[config.mk]
export PLATFORM = sky130hd
export DESIGN_NAME = edge_pattern_gen
export DESIGN_NICKNAME = d
export VERILOG_FILES = /design/src/rtl/edge_pattern_gen.sv
export SDC_FILE = /design/constraint.sdc
export NUM_CORES = 1
export LEC_CHECK = 0
export CORE_ASPECT_RATIO = 0.8
export CORE_MARGIN = 3
export CORE_UTILIZATION = 55
export DETAILED_ROUTE_END_ITERATION = 8
export PLACE_DENSITY = 0.85
export SYNTH_ARGS = -nofsm -noshare
export SYNTH_HDL_FRONTEND = slang
export SYNTH_SLANG_ARGS = --single-unit
[constraint.sdc]
create_clock -name clk -period 3.4 [get_ports clk]
set_clock_uncertainty 0.2 [all_clocks]
set_input_delay 0.68 -clock clk [delete_from_list [all_inputs] [get_ports clk]]
set_output_delay 0.68 -clock clk [all_outputs]
set_load 0.01 [all_outputs]
[src/rtl/edge_pattern_gen.sv]
`default_nettype none
// ============================================================================
// edge_pattern_gen : programmable high/low waveform generator with edge strobe.
// Optional macro EDGE_PATTERN_GEN_IDLE_HIGH_EN: idle level 1, low phase first.
// Revision: 1.0
// ============================================================================
module edge_pattern_gen #(
  parameter int LEN_W = 8,
  parameter int REP_W = 8
) (
  input  logic             clk,
  input  logic             reset,
  input  logic             start,
  input  logic [LEN_W-1:0] high_len,
  input  logic [LEN_W-1:0] low_len,
  input  logic [REP_W-1:0] reps,
  output logic             out,
  output logic             edge_strobe,
  output logic             busy,
  output logic             done
);

  typedef enum logic [1:0] {
    ST_IDLE = 2'd0,
    ST_HIGH = 2'd1,
    ST_LOW  = 2'd2
  } state_t;

`ifdef EDGE_PATTERN_GEN_IDLE_HIGH_EN
  localparam logic   IDLE_LVL  = 1'b1;
  localparam state_t FIRST_ST  = ST_LOW;
  localparam state_t SECOND_ST = ST_HIGH;
`else
  localparam logic   IDLE_LVL  = 1'b0;
  localparam state_t FIRST_ST  = ST_HIGH;
  localparam state_t SECOND_ST = ST_LOW;
`endif

  // Phase lengths are stored as (cycles - 1) so zero naturally means one cycle.
  function automatic logic [LEN_W-1:0] len_m1(input logic [LEN_W-1:0] len);
    return (len == '0) ? '0 : len - LEN_W'(1);
  endfunction

  state_t           state_q, state_d;
  logic [LEN_W-1:0] cnt_q, cnt_d;
  logic [REP_W-1:0] rep_q, rep_d;
  logic [LEN_W-1:0] hi_m1_q, hi_m1_d;
  logic [LEN_W-1:0] lo_m1_q, lo_m1_d;
  logic             out_q, out_d;
  logic             strobe_q, strobe_d;
  logic             busy_q, busy_d;
  logic             done_q, done_d;

  logic             enter;
  state_t           enter_st;

  always_comb begin
    state_d  = state_q;
    cnt_d    = cnt_q;
    rep_d    = rep_q;
    hi_m1_d  = hi_m1_q;
    lo_m1_d  = lo_m1_q;
    out_d    = out_q;
    busy_d   = busy_q;
    done_d   = 1'b0;
    enter    = 1'b0;
    enter_st = FIRST_ST;

    case (state_q)
      ST_IDLE: begin
        if (start) begin
          if (reps != '0) begin
            hi_m1_d  = len_m1(high_len);
            lo_m1_d  = len_m1(low_len);
            rep_d    = reps;
            busy_d   = 1'b1;
            enter    = 1'b1;
            enter_st = FIRST_ST;
          end else begin
            done_d = 1'b1;
          end
        end
      end
      ST_HIGH, ST_LOW: begin
        if (cnt_q != '0) begin
          cnt_d = cnt_q - LEN_W'(1);
        end else if (state_q == FIRST_ST) begin
          enter    = 1'b1;
          enter_st = SECOND_ST;
        end else if (rep_q == REP_W'(1)) begin
          state_d = ST_IDLE;
          out_d   = IDLE_LVL;
          busy_d  = 1'b0;
          done_d  = 1'b1;
          cnt_d   = '0;
          rep_d   = '0;
        end else begin
          rep_d    = rep_q - REP_W'(1);
          enter    = 1'b1;
          enter_st = FIRST_ST;
        end
      end
      default: begin
        state_d = ST_IDLE;
        out_d   = IDLE_LVL;
        busy_d  = 1'b0;
        cnt_d   = '0;
        rep_d   = '0;
      end
    endcase

    // Uses the _d lengths so the cycle of acceptance loads the fresh inputs.
    if (enter) begin
      state_d = enter_st;
      out_d   = (enter_st == ST_HIGH);
      cnt_d   = (enter_st == ST_HIGH) ? hi_m1_d : lo_m1_d;
    end

    strobe_d = out_d ^ out_q;
  end

  always_ff @(posedge clk) begin
    if (reset) begin
      state_q  <= ST_IDLE;
      cnt_q    <= '0;
      rep_q    <= '0;
      hi_m1_q  <= '0;
      lo_m1_q  <= '0;
      out_q    <= IDLE_LVL;
      strobe_q <= 1'b0;
      busy_q   <= 1'b0;
      done_q   <= 1'b0;
    end else begin
      state_q  <= state_d;
      cnt_q    <= cnt_d;
      rep_q    <= rep_d;
      hi_m1_q  <= hi_m1_d;
      lo_m1_q  <= lo_m1_d;
      out_q    <= out_d;
      strobe_q <= strobe_d;
      busy_q   <= busy_d;
      done_q   <= done_d;
    end
  end

  assign out         = out_q;
  assign edge_strobe = strobe_q;
  assign busy        = busy_q;
  assign done        = done_q;

endmodule
`default_nettype wire

# Yosys cells after proc, flatten, opt, wreduce, memory -nomap -nowiden
# Index checks and enable logic that the tools add are counted.
# totals
reg_bits	38
inputBits	27
elab_cells	90
# op_classes
n_addsub	4
eq_ne	15
n_mux	51
n_bitwise	1
reduce_logical	10
# op_table
operator	n
2-to-1 mux 8 bit	18
one-hot mux 8 bit (2 select lines)	2
subtractor 8 x 1 -> 8 bit, second input constant	4
2-to-1 mux 1 bit	19
logical NOT 8 bit	2
nonzero test 8 bit	2
2-to-1 mux 2 bit	7
!= test 2 bit, second input constant	6
!= test 3 bit, second input constant	3
== test 8 x 1 -> 1 bit, second input constant	1
!= test 4 bit, second input constant	2
one-hot mux 1 bit (2 select lines)	4
AND reduction 4 bit	2
AND reduction 5 bit	1
== test 2 x 1 -> 1 bit, second input constant	2
one-hot mux 2 bit (2 select lines)	1
AND reduction 3 bit	1
== test 2 bit, second input constant	1
logical NOT 2 bit	1
OR reduction 2 bit	1
XOR 1 bit	1

# Logic depth before layout (Yosys ltp)
# depth
ltp_word	7
ltp_mapped	10

# Worst setup path after synthesis
# OpenSTA, ideal clock, no wires.
# synth_path
path_kind	input-to-reg
start	in reps[1]
end	reg cnt_q[3]
arrival_ns	2.275
required_ns	3.078
path_slack_ns	0.803
stages	7
n_path_buf	1
path_cell_list	or4_1 -> o21bai_2 -> buf_2 -> a211oi_1 -> a21oi_1 -> o22ai_1 -> a221o_1
# synth_between
elab_chain_cells	6
word_cells_on_any_way	16
cone_classes	eq/ne: 3; mux: 11; reduce/logical: 2
# synth_lines
element	line	source
start: declaration	16	input logic [REP_W-1:0] reps,
nonzero test 8 bit *	72	if (reps != '0) begin
2-to-1 mux 1 bit or 2-to-1 mux 8 bit (tied branches)	72	
2-to-1 mux 1 bit or 2-to-1 mux 8 bit (tied branches)	71	if (start) begin
one-hot mux 1 bit (2 select lines) or 2-to-1 mux 8 bit (tied branches)	69	case (state_q)
!= test 4 bit (no source line), or another cell as far along	n/a	
AND reduction 3 bit (no source line) or 2-to-1 mux 8 bit (tied branches)	n/a	
end signal: assignment	135	cnt_q <= cnt_d;
end: declaration	45	logic [LEN_W-1:0] cnt_q, cnt_d;
# Mark *: on every way between the ends. The rest lies on a longest branch, timed or not.
# A chain may end at the register's enable or synchronous reset.

# Worst setup path after layout
# layout_path
start	in reps[1]
end	reg cnt_q[2]
# Same word-level chain as after synthesis.

==> impl_metrics.py <==
metrics = {
    "run_status": {
        "status": "finished clean",
    },
    "clocking": {
        "cts_resized": 0,
        "clk_pin_slew_ns": 0.07,
        "cts_tree": "built",
        "cts_root_buffer": "clkbuf_8",
        "clkLatencyLatePin_ns": 0.30,
        "cts_sinks": 38,
        "cts.path.max_buffers": 2,
        "cts_setup_buffers": 0,
        "cts_made_buffers": 5,
        "clock_tree.htree_level_count": 2,
        "cts_hold_buf": 0,
    },
    "timing": {
        "worst_slew_pin_slew_ns": 0.757,
        "rsz0062_at_grt": "false",
        "fin_setup_tns_ns": 0,
        "post-route-period-util_pct": 88.5,
        "fmax_mhz": 332,
        "post-route-worst-setup-slack_ns": 0.391,
        "hold_viol": 0,
        "min_period_ns": 3.01,
        "report.final.slew_viol_count": 0,
        "setup_viol": 0,
        "max_slew_margin_pct": 49.3,
    },
    "pwr": {
        "ir_drop_mv": 0.395,
        "leakage_nw": 1.07,
        "powerDensity_mw_per_mm2": 859,
    },
    "drt": {
        "wl_per_cell_microns": 14.3,
        "finalWirelength_mm": 5.27,
        "firstDrtPassIters": 5,
        "detail_route.vias_per_cell": 5.88,
        "dr_total_vias": 2168,
        "drt_drc_violations_left": 0,
        "postRouteAntennaNets": 0,
        "drtIter0Drc": 137,
    },
    "setup_path": {
        "critical_path.reg2reg.endpoint": "cnt_q[3]$_SDFFE_PP0P_",
        "worstRegToRegCells": 8,
        "timing.critical_path.slowest_cell_delay_ns": 0.58,
        "critPathMaxFanout": 30,
        "r2r-start": "state_q[0]$_SDFFE_PP0P_",
        "cpMaxStageDelayCell": "or4_1",
        "crit_start": "reps[1]",
        "cp-endpoint": "cnt_q[2]$_SDFFE_PP0P_",
        "timing.setup.critical_path_class": "in -> reg",
        "cp-start-kind": "primary input",
        "reg2reg_setup_slack_ns": 0.45,
        "timing.critical_path.depth": 8,
        "critPathBufInv": 2,
        "required_ns": 3.44,
        "cp_arrival_ns": 3.05,
        "worstPathCellList": "clkdlybuf4s50_1 -> or4_1 -> o21bai_2 -> buf_12 -> o211ai_1 -> o32a_1 -> o21ai_0 -> a32o_1",
        "cp_top_family": "compound AO/OA/AOI/OAI gates",
        "timing.critical_path.to_type": "flop",
    },
    "layout": {
        "final_core_util_pct": 70.2,
        "drive_above_1_share_pct": 8.60,
        "multi_input_comb_area_sq_mm": 0.00142,
        "final_nets": 350,
        "antennaDiodeCount": 0,
        "area_growth_syn_to_layout_pct": 18.4,
        "fill_cells": 357,
        "regArea_sq_um": 761,
        "layoutNonFillerInstCount": 369,
    },
    "synth": {
        "synth.net_count": 325,
        "yosysMostFrequentCell": "dfxtp_1",
        "synth.distinct_cells": 55,
        "yosys_warnings": 0,
        "syn_avg_cell_area_sq_um": 8.09,
        "ys_top_cells_by_area": "dfxtp_1 (33%), nor2_1 (6.0%), ha_1 (5.4%)",
        "synth_seq_cells": 38,
        "syn_area_sq_mm": 0.00233,
        "ys_top_cells_by_count": "dfxtp_1 (38), nor2_1 (37), a21oi_1 (22)",
        "synth_edf_count": 0,
        "ys_async_sr_fraction_pct": 0,
        "synth-main-ff-cell": "dfxtp_1",
        "synth.yosys.seq_area_share_pct": 32.7,
        "netlist.area_leader.share_pct": 32.7,
        "synth.largest_area_cell": "dfxtp_1",
        "syn-instance-count": 288,
    },
    "global_routing": {
        "grt_antenna_before_repair": 0,
        "global_route.usage.total_pct": 22.1,
        "grt_max_degree": 31,
        "overflow": 0,
        "grt_first_pass_wirelength_mm": 8.86,
        "first_global_vias": 1910,
    },
    "die": {
        "pin_count": 31,
        "start_util_pct": 59.3,
        "placement_rows": 20,
        "floorplan.die.height_microns": 64.2,
        "floorplan.core_area_sq_mm": 0.00393,
        "floorplan.die_area_sq_mm": 0.00506,
        "die-width_microns": 78.8,
    },
    "place": {
        "gp_routability_congestion": 0.905,
        "place.port_buffers": 30,
        "detailed_place_hpwl_mm": 3.99,
        "numPlacedInstances": 361,
        "dp_worst_setup_slack_ns": 0.0989,
    },
    "worst_hold_path": {
        "worst_hold_path_type": "reg -> reg",
    },
    "job": {
        "cap_violations": 0,
    },
}
worst min-delay path: cells and delay by family (launching register included):
family / cells / cell delay [ns]
compound gates: 1 / 0.05
flops: 1 / 0.33
simple gates: 1 / 0.06
power by group:
group	internal [W]	leakage (nW)	switching (W)
logic	0.000576	0.704	0.000709
clock network	0.000218	0.0504	0.000167
registers	0.000576	0.312	0.000123
state kept, by name, indices dropped and copies added (netlist names):
name / cells
lo_m1_q: 8
out: 1
edge_strobe: 1
state_q: 2
hi_m1_q: 8
busy: 1
rep_q: 8
cnt_q: 8
done: 1
cells by family after synthesis:
kind of cell	Yosys count	synth area share, %
AO/OA/AOI/OAI	86	25.6
XOR/XNOR	17	6.39
adder cells (fa/ha/maj)	10	5.37
buffers and inverters	30	6.23
flip-flops	38	32.7
multiplexers	1	0.430
AND/OR/NAND/NOR	106	23.4
metal layers:
layer,vias to the layer above,track usage [%],part of all wire [%]
li1,1092,-,-
met1,1009,31.1,49
met2,63,33.5,43
met3,4,6.34,7.4
met4,0,4.80,0.63
met5,-,0,0
per-stage QoR:
| stage | instance area, sq um | hold WS, ns | power (W) |
|---|---|---|---|
| detailed placement | 2650 | 0.274 | 0.00197 |
| global placement | 2650 | 0.267 | 0.00194 |
| floorplan | 2330 | 0.246 | 0.00171 |
| CTS | 2760 | 0.285 | 0.00235 |
| finish | 2760 | 0.285 | 0.00237 |
| global route | 2760 | 0.312 | 0.00256 |
cells in the final DEF, fill, tap and decap left out, drive strengths merged, types with 6 or more instances in the layout:
| cell type | count |
|---|---|
| dfxtp | 38 |
| nor3 | 21 |
| o21ai | 15 |
| xor2 | 6 |
| a21oi | 23 |
| inv | 15 |
| nor2 | 37 |
| a22oi | 11 |
| o22ai | 7 |
| xnor2 | 11 |
| clkdlybuf4s50 | 30 |
| nand2 | 18 |
| ha | 10 |
final cells by class:
type	instances	area share (%)
clock buffers	5	2.49
clock inverters	3	1.63
inverters	15	2.04
multi-input cells	220	51.6
flip-flops and latches	38	27.6
well taps	55	2.49
repair buffers	33	12.2
worst min path at each step:
stage | start | endpoint | depth (start not counted)
3_3_place_gp | state_q[1]$_SDFFE_PP0P_ | state_q[1]$_SDFFE_PP0P_ | 2
4_1_cts | state_q[1]$_SDFFE_PP0P_ | state_q[1]$_SDFFE_PP0P_ | 2
2_1_floorplan | hi_m1_q[2]$_SDFF_PP0_ | hi_m1_q[2]$_SDFF_PP0_ | 2
3_5_place_dp | state_q[1]$_SDFFE_PP0P_ | state_q[1]$_SDFFE_PP0P_ | 2
6_report | state_q[1]$_SDFFE_PP0P_ | state_q[1]$_SDFFE_PP0P_ | 2
5_1_grt | state_q[1]$_SDFFE_PP0P_ | state_q[1]$_SDFFE_PP0P_ | 2
Note: power is estimated with default switching activity, not from simulation.
